## src/rtl/pipe_ctrl.sv

```systemverilog
// -----------------------------------------------------------------------------
// pipe_ctrl -- central pipeline controller for the five-stage MIPS32 core.
//
// Merges stall requests from IF/ID/EX/MEM into one per-stage hold vector,
// sequences a one-cycle flush with a redirect PC when an exception commits,
// and raises a sticky hang flag when a stall never releases.
//
// Ports:
//   clk            clock
//   rst            synchronous, active-high reset
//   stallreq_if    fetch stage stall request
//   stallreq_id    decode stage stall request (load-use)
//   stallreq_ex    execute stage stall request (multi-cycle op)
//   stallreq_mem   memory stage stall request
//   excp_valid     exception committed in MEM this cycle
//   excp_vector    handler address, valid with excp_valid
//   stall[5:0]     hold per register: [0]=PC [1]=IF/ID [2]=ID/EX [3]=EX/MEM
//                  [4]=MEM/WB [5]=WB
//   flush          clear all pipeline registers to NOP (one cycle)
//   new_pc         redirect target, valid while flush=1, held afterwards
//   stall_timeout  sticky hang indicator, cleared only by rst
//   busy_state     current FSM state (RUN=0, STALL=1, FLUSH=2)
//
// Optional feature (macro PIPE_CTRL_PERF_EN):
//   perf_stall_cycles[31:0]  cycles with a nonzero stall vector (wraps)
//   perf_flush_count[15:0]   number of FLUSH entries (wraps)
// -----------------------------------------------------------------------------
module pipe_ctrl #(
  parameter int STALL_TIMEOUT = 1024,
  parameter int PC_W          = 32
) (
  input  logic            clk,
  input  logic            rst,
  input  logic            stallreq_if,
  input  logic            stallreq_id,
  input  logic            stallreq_ex,
  input  logic            stallreq_mem,
  input  logic            excp_valid,
  input  logic [PC_W-1:0] excp_vector,
  output logic [5:0]      stall,
  output logic            flush,
  output logic [PC_W-1:0] new_pc,
  output logic            stall_timeout,
  output logic [1:0]      busy_state
`ifdef PIPE_CTRL_PERF_EN
  ,
  output logic [31:0]     perf_stall_cycles,
  output logic [15:0]     perf_flush_count
`endif
);

  localparam logic [15:0] TIMEOUT_C = 16'(STALL_TIMEOUT);

  typedef enum logic [1:0] {
    ST_RUN   = 2'd0,
    ST_STALL = 2'd1,
    ST_FLUSH = 2'd2
  } state_e;

  state_e          state_q, state_d;
  logic [PC_W-1:0] new_pc_q, new_pc_d;
  logic [15:0]     cnt_q, cnt_d;
  logic            timeout_q, timeout_d;
  logic [5:0]      req_vec;
  logic            any_req;

  assign any_req = stallreq_if | stallreq_id | stallreq_ex | stallreq_mem;

  // Deepest requester wins: a stage stalls itself and everything upstream.
  // An exception or an ongoing flush overrides every request.
  always_comb begin
    // NOTE: every combinationally assigned signal gets a default first so no
    // path leaves it unassigned and no latch is inferred.
    req_vec = 6'b000000;
    if (stallreq_mem)     req_vec = 6'b011111;
    else if (stallreq_ex) req_vec = 6'b001111;
    else if (stallreq_id) req_vec = 6'b000111;
    else if (stallreq_if) req_vec = 6'b000011;

    stall = req_vec;
    if (state_q == ST_FLUSH || excp_valid) stall = 6'b000000;
  end

  // Next-state logic. An exception is only accepted outside FLUSH: the flush
  // itself clears the stage that raised a second exception.
  always_comb begin
    state_d  = state_q;
    new_pc_d = new_pc_q;
    case (state_q)
      ST_RUN, ST_STALL: begin
        if (excp_valid) begin
          state_d  = ST_FLUSH;
          new_pc_d = excp_vector;
        end else if (any_req) begin
          state_d = ST_STALL;
        end else begin
          state_d = ST_RUN;
        end
      end
      ST_FLUSH: state_d = ST_RUN;
      default:  state_d = ST_RUN;  // unused encoding recovers to RUN
    endcase
  end

  // Hang watchdog: counts consecutive stalled cycles, saturating at the
  // threshold. The flag latches one cycle after the count reaches it.
  always_comb begin
    cnt_d = 16'd0;
    if (stall != 6'b000000)
      cnt_d = (cnt_q >= TIMEOUT_C) ? cnt_q : cnt_q + 16'd1;
    timeout_d = timeout_q | (cnt_q == TIMEOUT_C);
  end

  always_ff @(posedge clk) begin
    // NOTE: sequential state uses non-blocking assignments so every register
    // samples the pre-edge values regardless of statement order.
    if (rst) begin
      state_q   <= ST_RUN;
      new_pc_q  <= '0;
      cnt_q     <= 16'd0;
      timeout_q <= 1'b0;
    end else begin
      state_q   <= state_d;
      new_pc_q  <= new_pc_d;
      cnt_q     <= cnt_d;
      timeout_q <= timeout_d;
    end
  end

  assign flush         = (state_q == ST_FLUSH);
  assign new_pc        = new_pc_q;
  assign stall_timeout = timeout_q;
  assign busy_state    = state_q;

`ifdef PIPE_CTRL_PERF_EN
  logic [31:0] perf_stall_q;
  logic [15:0] perf_flush_q;

  always_ff @(posedge clk) begin
    if (rst) begin
      perf_stall_q <= 32'd0;
      perf_flush_q <= 16'd0;
    end else begin
      if (stall != 6'b000000)
        perf_stall_q <= perf_stall_q + 32'd1;
      if (state_d == ST_FLUSH && state_q != ST_FLUSH)
        perf_flush_q <= perf_flush_q + 16'd1;
    end
  end

  assign perf_stall_cycles = perf_stall_q;
  assign perf_flush_count  = perf_flush_q;
`endif

endmodule

```

## config.mk

```make
export PLATFORM = sky130hd
export DESIGN_NAME = pipe_ctrl
export DESIGN_NICKNAME = d
export VERILOG_FILES = /design/src/rtl/pipe_ctrl.sv
export SDC_FILE = /design/constraint.sdc
export NUM_CORES = 1
export LEC_CHECK = 0
export CAP_MARGIN = 10
export CORE_MARGIN = 10
export CORE_UTILIZATION = 45
export CTS_BUF_LIST = sky130_fd_sc_hd__clkbuf_4 sky130_fd_sc_hd__clkbuf_8
export CTS_CLUSTER_DIAMETER = 50
export DETAILED_ROUTE_END_ITERATION = 12
export PLACE_DENSITY_LB_ADDON = 0.2
export RECOVER_POWER = 50
export SLEW_MARGIN = 20
export SYNTH_ARGS = -nofsm -noshare
export SYNTH_HDL_FRONTEND = slang
export SYNTH_SLANG_ARGS = --single-unit
```

## constraint.sdc

```tcl
create_clock -name clk -period 3.59 [get_ports clk]
set_input_delay 0.5385 -clock clk [delete_from_list [all_inputs] [get_ports clk]]
set_output_delay 0.5385 -clock clk [all_outputs]
set_load 0.01 [all_outputs]
```

# [After elaboration in Yosys (flattened, before gate mapping)]
# Index checks and enable logic that the tools add are counted.
[totals] mem_bits_rw=0 mem_bits_ro=0 word_cells=31 out_inout_bits=42 in_bits=39 mem_count=0 latch_bits=0 reg_bits=51
[op_classes] n_reduce_logical=8 eq_ne=3 add_sub_neg=1 magnitude_cmp=1 div=0 bitwise_logic=6 mux=7 shift=0 multipliers=0
[op_table] op="16-bit by 1-bit adder with 16-bit output, second input constant" n=1
[op_table] op="16-bit by 11-bit == test with 1-bit output, second input constant" n=1
[op_table] op="16-bit by 11-bit >= comparator with 1-bit output, second input constant" n=1
[op_table] op="6-bit two-way mux" n=1
[op_table] op="6-bit nonzero test" n=1
[op_table] op="2-bit OR reduction" n=3
[op_table] op="5-bit two-way mux" n=1
[op_table] op="2-bit two-way mux" n=2
[op_table] op="4-bit two-way mux" n=1
[op_table] op="1-bit OR" n=4
[op_table] op="3-bit two-way mux" n=1
[op_table] op="3-bit OR reduction" n=1
[op_table] op="2-bit by 1-bit == test with 1-bit output, second input constant" n=1
[op_table] op="2-bit == test, second input constant" n=1
[op_table] op="2-bit logical NOT" n=1
[op_table] op="1-bit inverter" n=2
[op_table] op="2-bit AND reduction" n=1
[op_table] op="1-bit logical OR" n=1
[op_table] op="1-bit two-way mux" n=1

# [Depth between registers and ports, before layout]
[logic_depth] word_depth=8 ltp_mapped=5 depth_no_buf=4

# [Least setup slack after synthesis]
# No wires, ideal clock.
[synth_timing] path_kind="input port to output port" start="input port stallreq_mem" end="output port stall[1]" n_path_buf=2 path_slack_ns=1.428 required_time_ns=3.052 cell_stages=4 arrival_time_ns=1.623 cell_sequence="or4_1 > clkbuf_1 > nor2b_1 > buf_4"
[synth_via] elab_chain_len=2
[synth_rtl] element="start, declared" line_no="37" source="input logic stallreq_mem,"
[synth_rtl] element="5-bit two-way mux" line_no="75" source="if (stallreq_mem) req_vec = 6'b011111;"
[synth_rtl] element="6-bit two-way mux" line_no="81" source="if (state_q == ST_FLUSH || excp_valid) stall = 6'b000000;"
[synth_rtl] element="end, declared" line_no="40" source="output logic [5:0] stall,"
# No other way between the ends.

# [Worst setup path after layout]
[layout_timing] start="input port stallreq_mem" end="output port stall[0]"
# Same word-level chain as after synthesis.

==> qor.yml <==
area_delta_synth_final_pct: 42.4
grt_pass1_vias: 1900
period_minus_slack_ns: 3.02
crit_family: "simple AND/OR/NAND/NOR gates"
yosysTopAreaCell: "dfxtp_1"
place_congestion: 0.789
fin_crit_sh_pct: 84.1
cp.arrival_ns: 2.48
fin_tns_setup_ns: 0
tightest_slew_ns: 1.54
synth_commonest_cells: "67 x nand2_1, 51 x dfxtp_1, 38 x a21oi_1"
postCtsHoldBufs: 0
cts_buffers: 5
synth_nets: 297
postCtsSetupBuffers: 0
maxCapViolCount: 1
rsz0062_at_grt: "no"
synth-seq-cells: 51
cts_tree: "built"
async_flop_share_pct: 0
worstReg2RegStart: "cnt_q[1]"
clk-insertion-delay-late_ns: 0.30
initial_core_util_pct: 46.9
hpwl_um: 4120
fmax_ghz: 0.331
rrSetupSlack_ns: 1.62
grt_start_max_net_pins: 36
ir_worst_vdd_mv: 0.210
crit_chain: "clkdlybuf4s50_1 > or4_1 > nor2b_1 > clkdlybuf4s50_1"
synth.avg_cell_area_um2: 8.09
viasPerCell: 5.15
insertedDiodeCount: 0
syn-instance-count: 256
antenna_found_initial: 0
totalWireLength_um: 5510
via_count: 1952
ys_seq_area_share_pct: 49.3
status: "finished, violations left"
drtIter0Drc: 142
syn_area_um2: 2070
final-max-slew-violation-count: 36
finalHoldViolCount: 0
wl_met1_um: 2310
hold_class: "reg -> reg"
synth.area.top_cells: "dfxtp_1 49%, nand2_1 12%, a21oi_1 9.2%"
powerDensity_nw_per_um2: 373
ys_types: 32
whs_endpoint: "new_pc[31]"
multi_input_area_um2: 936
post_cts_resized: 0
drive_gt1_share_pct: 4.89
setup_violations: 0
grt_pass1_wl_um: 8990
synth_edf_count: 0
end_kind: "output pin"
cts_sinks: 51
cts_root_buffer: "clkbuf_8"
grt-ovfl-total: 0
slew_headroom_pct: -2.73
die_area_um2: 7720
violations: "capacitance limit, slew limit"
crit_path_frequent_cell: "clkdlybuf4s50_1"
timing.rr.end: "cnt_q[8]"
crit_type: "in -> out"
synth_most_common_cell: "nand2_1"
ff_latch_area_um2: 1020
reg2reg_depth: 4
fin_util_pct: 66.8
p_leak_nw: 1.16
start_kind: "primary input"
clock_path_buffers: 2
synth-main-ff-cell: "dfxtp_1"
nets: 367
die_h_um: 87.9
drtAntennaViolNets: 0
placement_rows: 24
crit_fanout: 12
ios: 81
portBuffers: 79
cpPeakStageDelay_ns: 0.75
synth_top_area_share_pct: 49.3
fin_skew_ns: 0.00467
min_path_cells: 2
cp_num_buf_inv: 2
drt_first_pass_iters: 4
fill_cells: 386
coreArea_um2: 4410
yosysWarnings: 0
top_layer: "met4"
required_ns: 3.05
drc_errors: 0
htreeDepth: 2
die_w_um: 87.9
dr_wl_met3_um: 601
clk_pin_slew_ns: 0.09
wl_per_cell_um: 14.5
wl_met2_um: 2580
grt_usage_pct: 14.2
crit_path_top_delay_cell: "or4_1"
hold_start: "new_pc[31]"
[per-layer routing]
metal / up-vias / track usage, %
met5: - / 0
met4: 0 / 3.04
met3: 2 / 8.36
met2: 60 / 22.1
met1: 881 / 16.5
li1: 1009 / -
[tightest hold or removal path, cell delays in order (launching register included)]
cell,delay (ns)
dfxtp_1,0.31
nand2_1,0.05
a21oi_1,0.05
[report_power, final]
| group | internal (mW) | switching (mW) |
|---|---|---|
| logic | 0.0941 | 0.0792 |
| clock network | 0.144 | 0.184 |
| registers | 0.589 | 0.0112 |
| total | 0.827 | 0.274 |
[flip-flops by register name (all words and copies together), names as in the netlist]
register,flops
cnt_q,16
stall_timeout,1
new_pc,32
busy_state,2
[worst max path at each step]
stage | from | to | cells after the start | slack [ns]
2_1_floorplan | stallreq_mem | stall[1] | 4 | 1.43
3_3_place_gp | stallreq_mem | stall[1] | 4 | 0.63
3_5_place_dp | stallreq_mem | stall[0] | 4 | 0.56
4_1_cts | stallreq_mem | stall[0] | 4 | 0.56
5_1_grt | stallreq_mem | stall[0] | 4 | 0.50
6_report | stallreq_mem | stall[0] | 4 | 0.57
[cell usage in the layout (no fill, tap or decap), types with 5 or more instances in the layout]
cell,count
nor2_1,7
inv_1,8
a21oi_1,38
nor4_1,6
dfxtp_1,51
dlygate4sd3_1,30
nand2_1,67
clkdlybuf4s50_1,49
nand4_1,11
clkbuf_8,5
[logic make-up (layout without fill, tap and decap cells)]
group                    count (synthesis)  after routing  share of synthesized area, %
buffers and inverters                   27             98                          5.68
other                                    1              1                         0.181
AND/OR/NAND/NOR                        125            125                          29.8
flip-flops                              51             51                          49.3
multiplexers                             4              4                          1.93
adder cells (fa/ha/maj)                  2              2                          1.21
AO/OA/AOI/OAI                           46             46                          11.9
[per-stage QoR]
stage	power (mW)	hold WS (ns)	setup slack, ns	cells	area [um2]
CTS	1.12	0.459	0.564	379	2950
global placement	0.792	0.440	0.632	371	2870
floorplan	0.686	0.466	1.43	256	2070
global route	1.15	0.474	0.505	379	2950
detailed placement	0.795	0.446	0.563	371	2870
finish	1.10	0.452	0.570	379	2950
[layout make-up]
class	count	area share, %
Sequential cell	51	34.6
Clock buffer	6	2.59
Timing Repair Buffer	82	27.4
Inverter	8	1.02
Clock inverter	2	0.424
Tap cell	52	2.21
Multi-Input combinational cell	178	31.7
(Power assumes the default switching activity.)
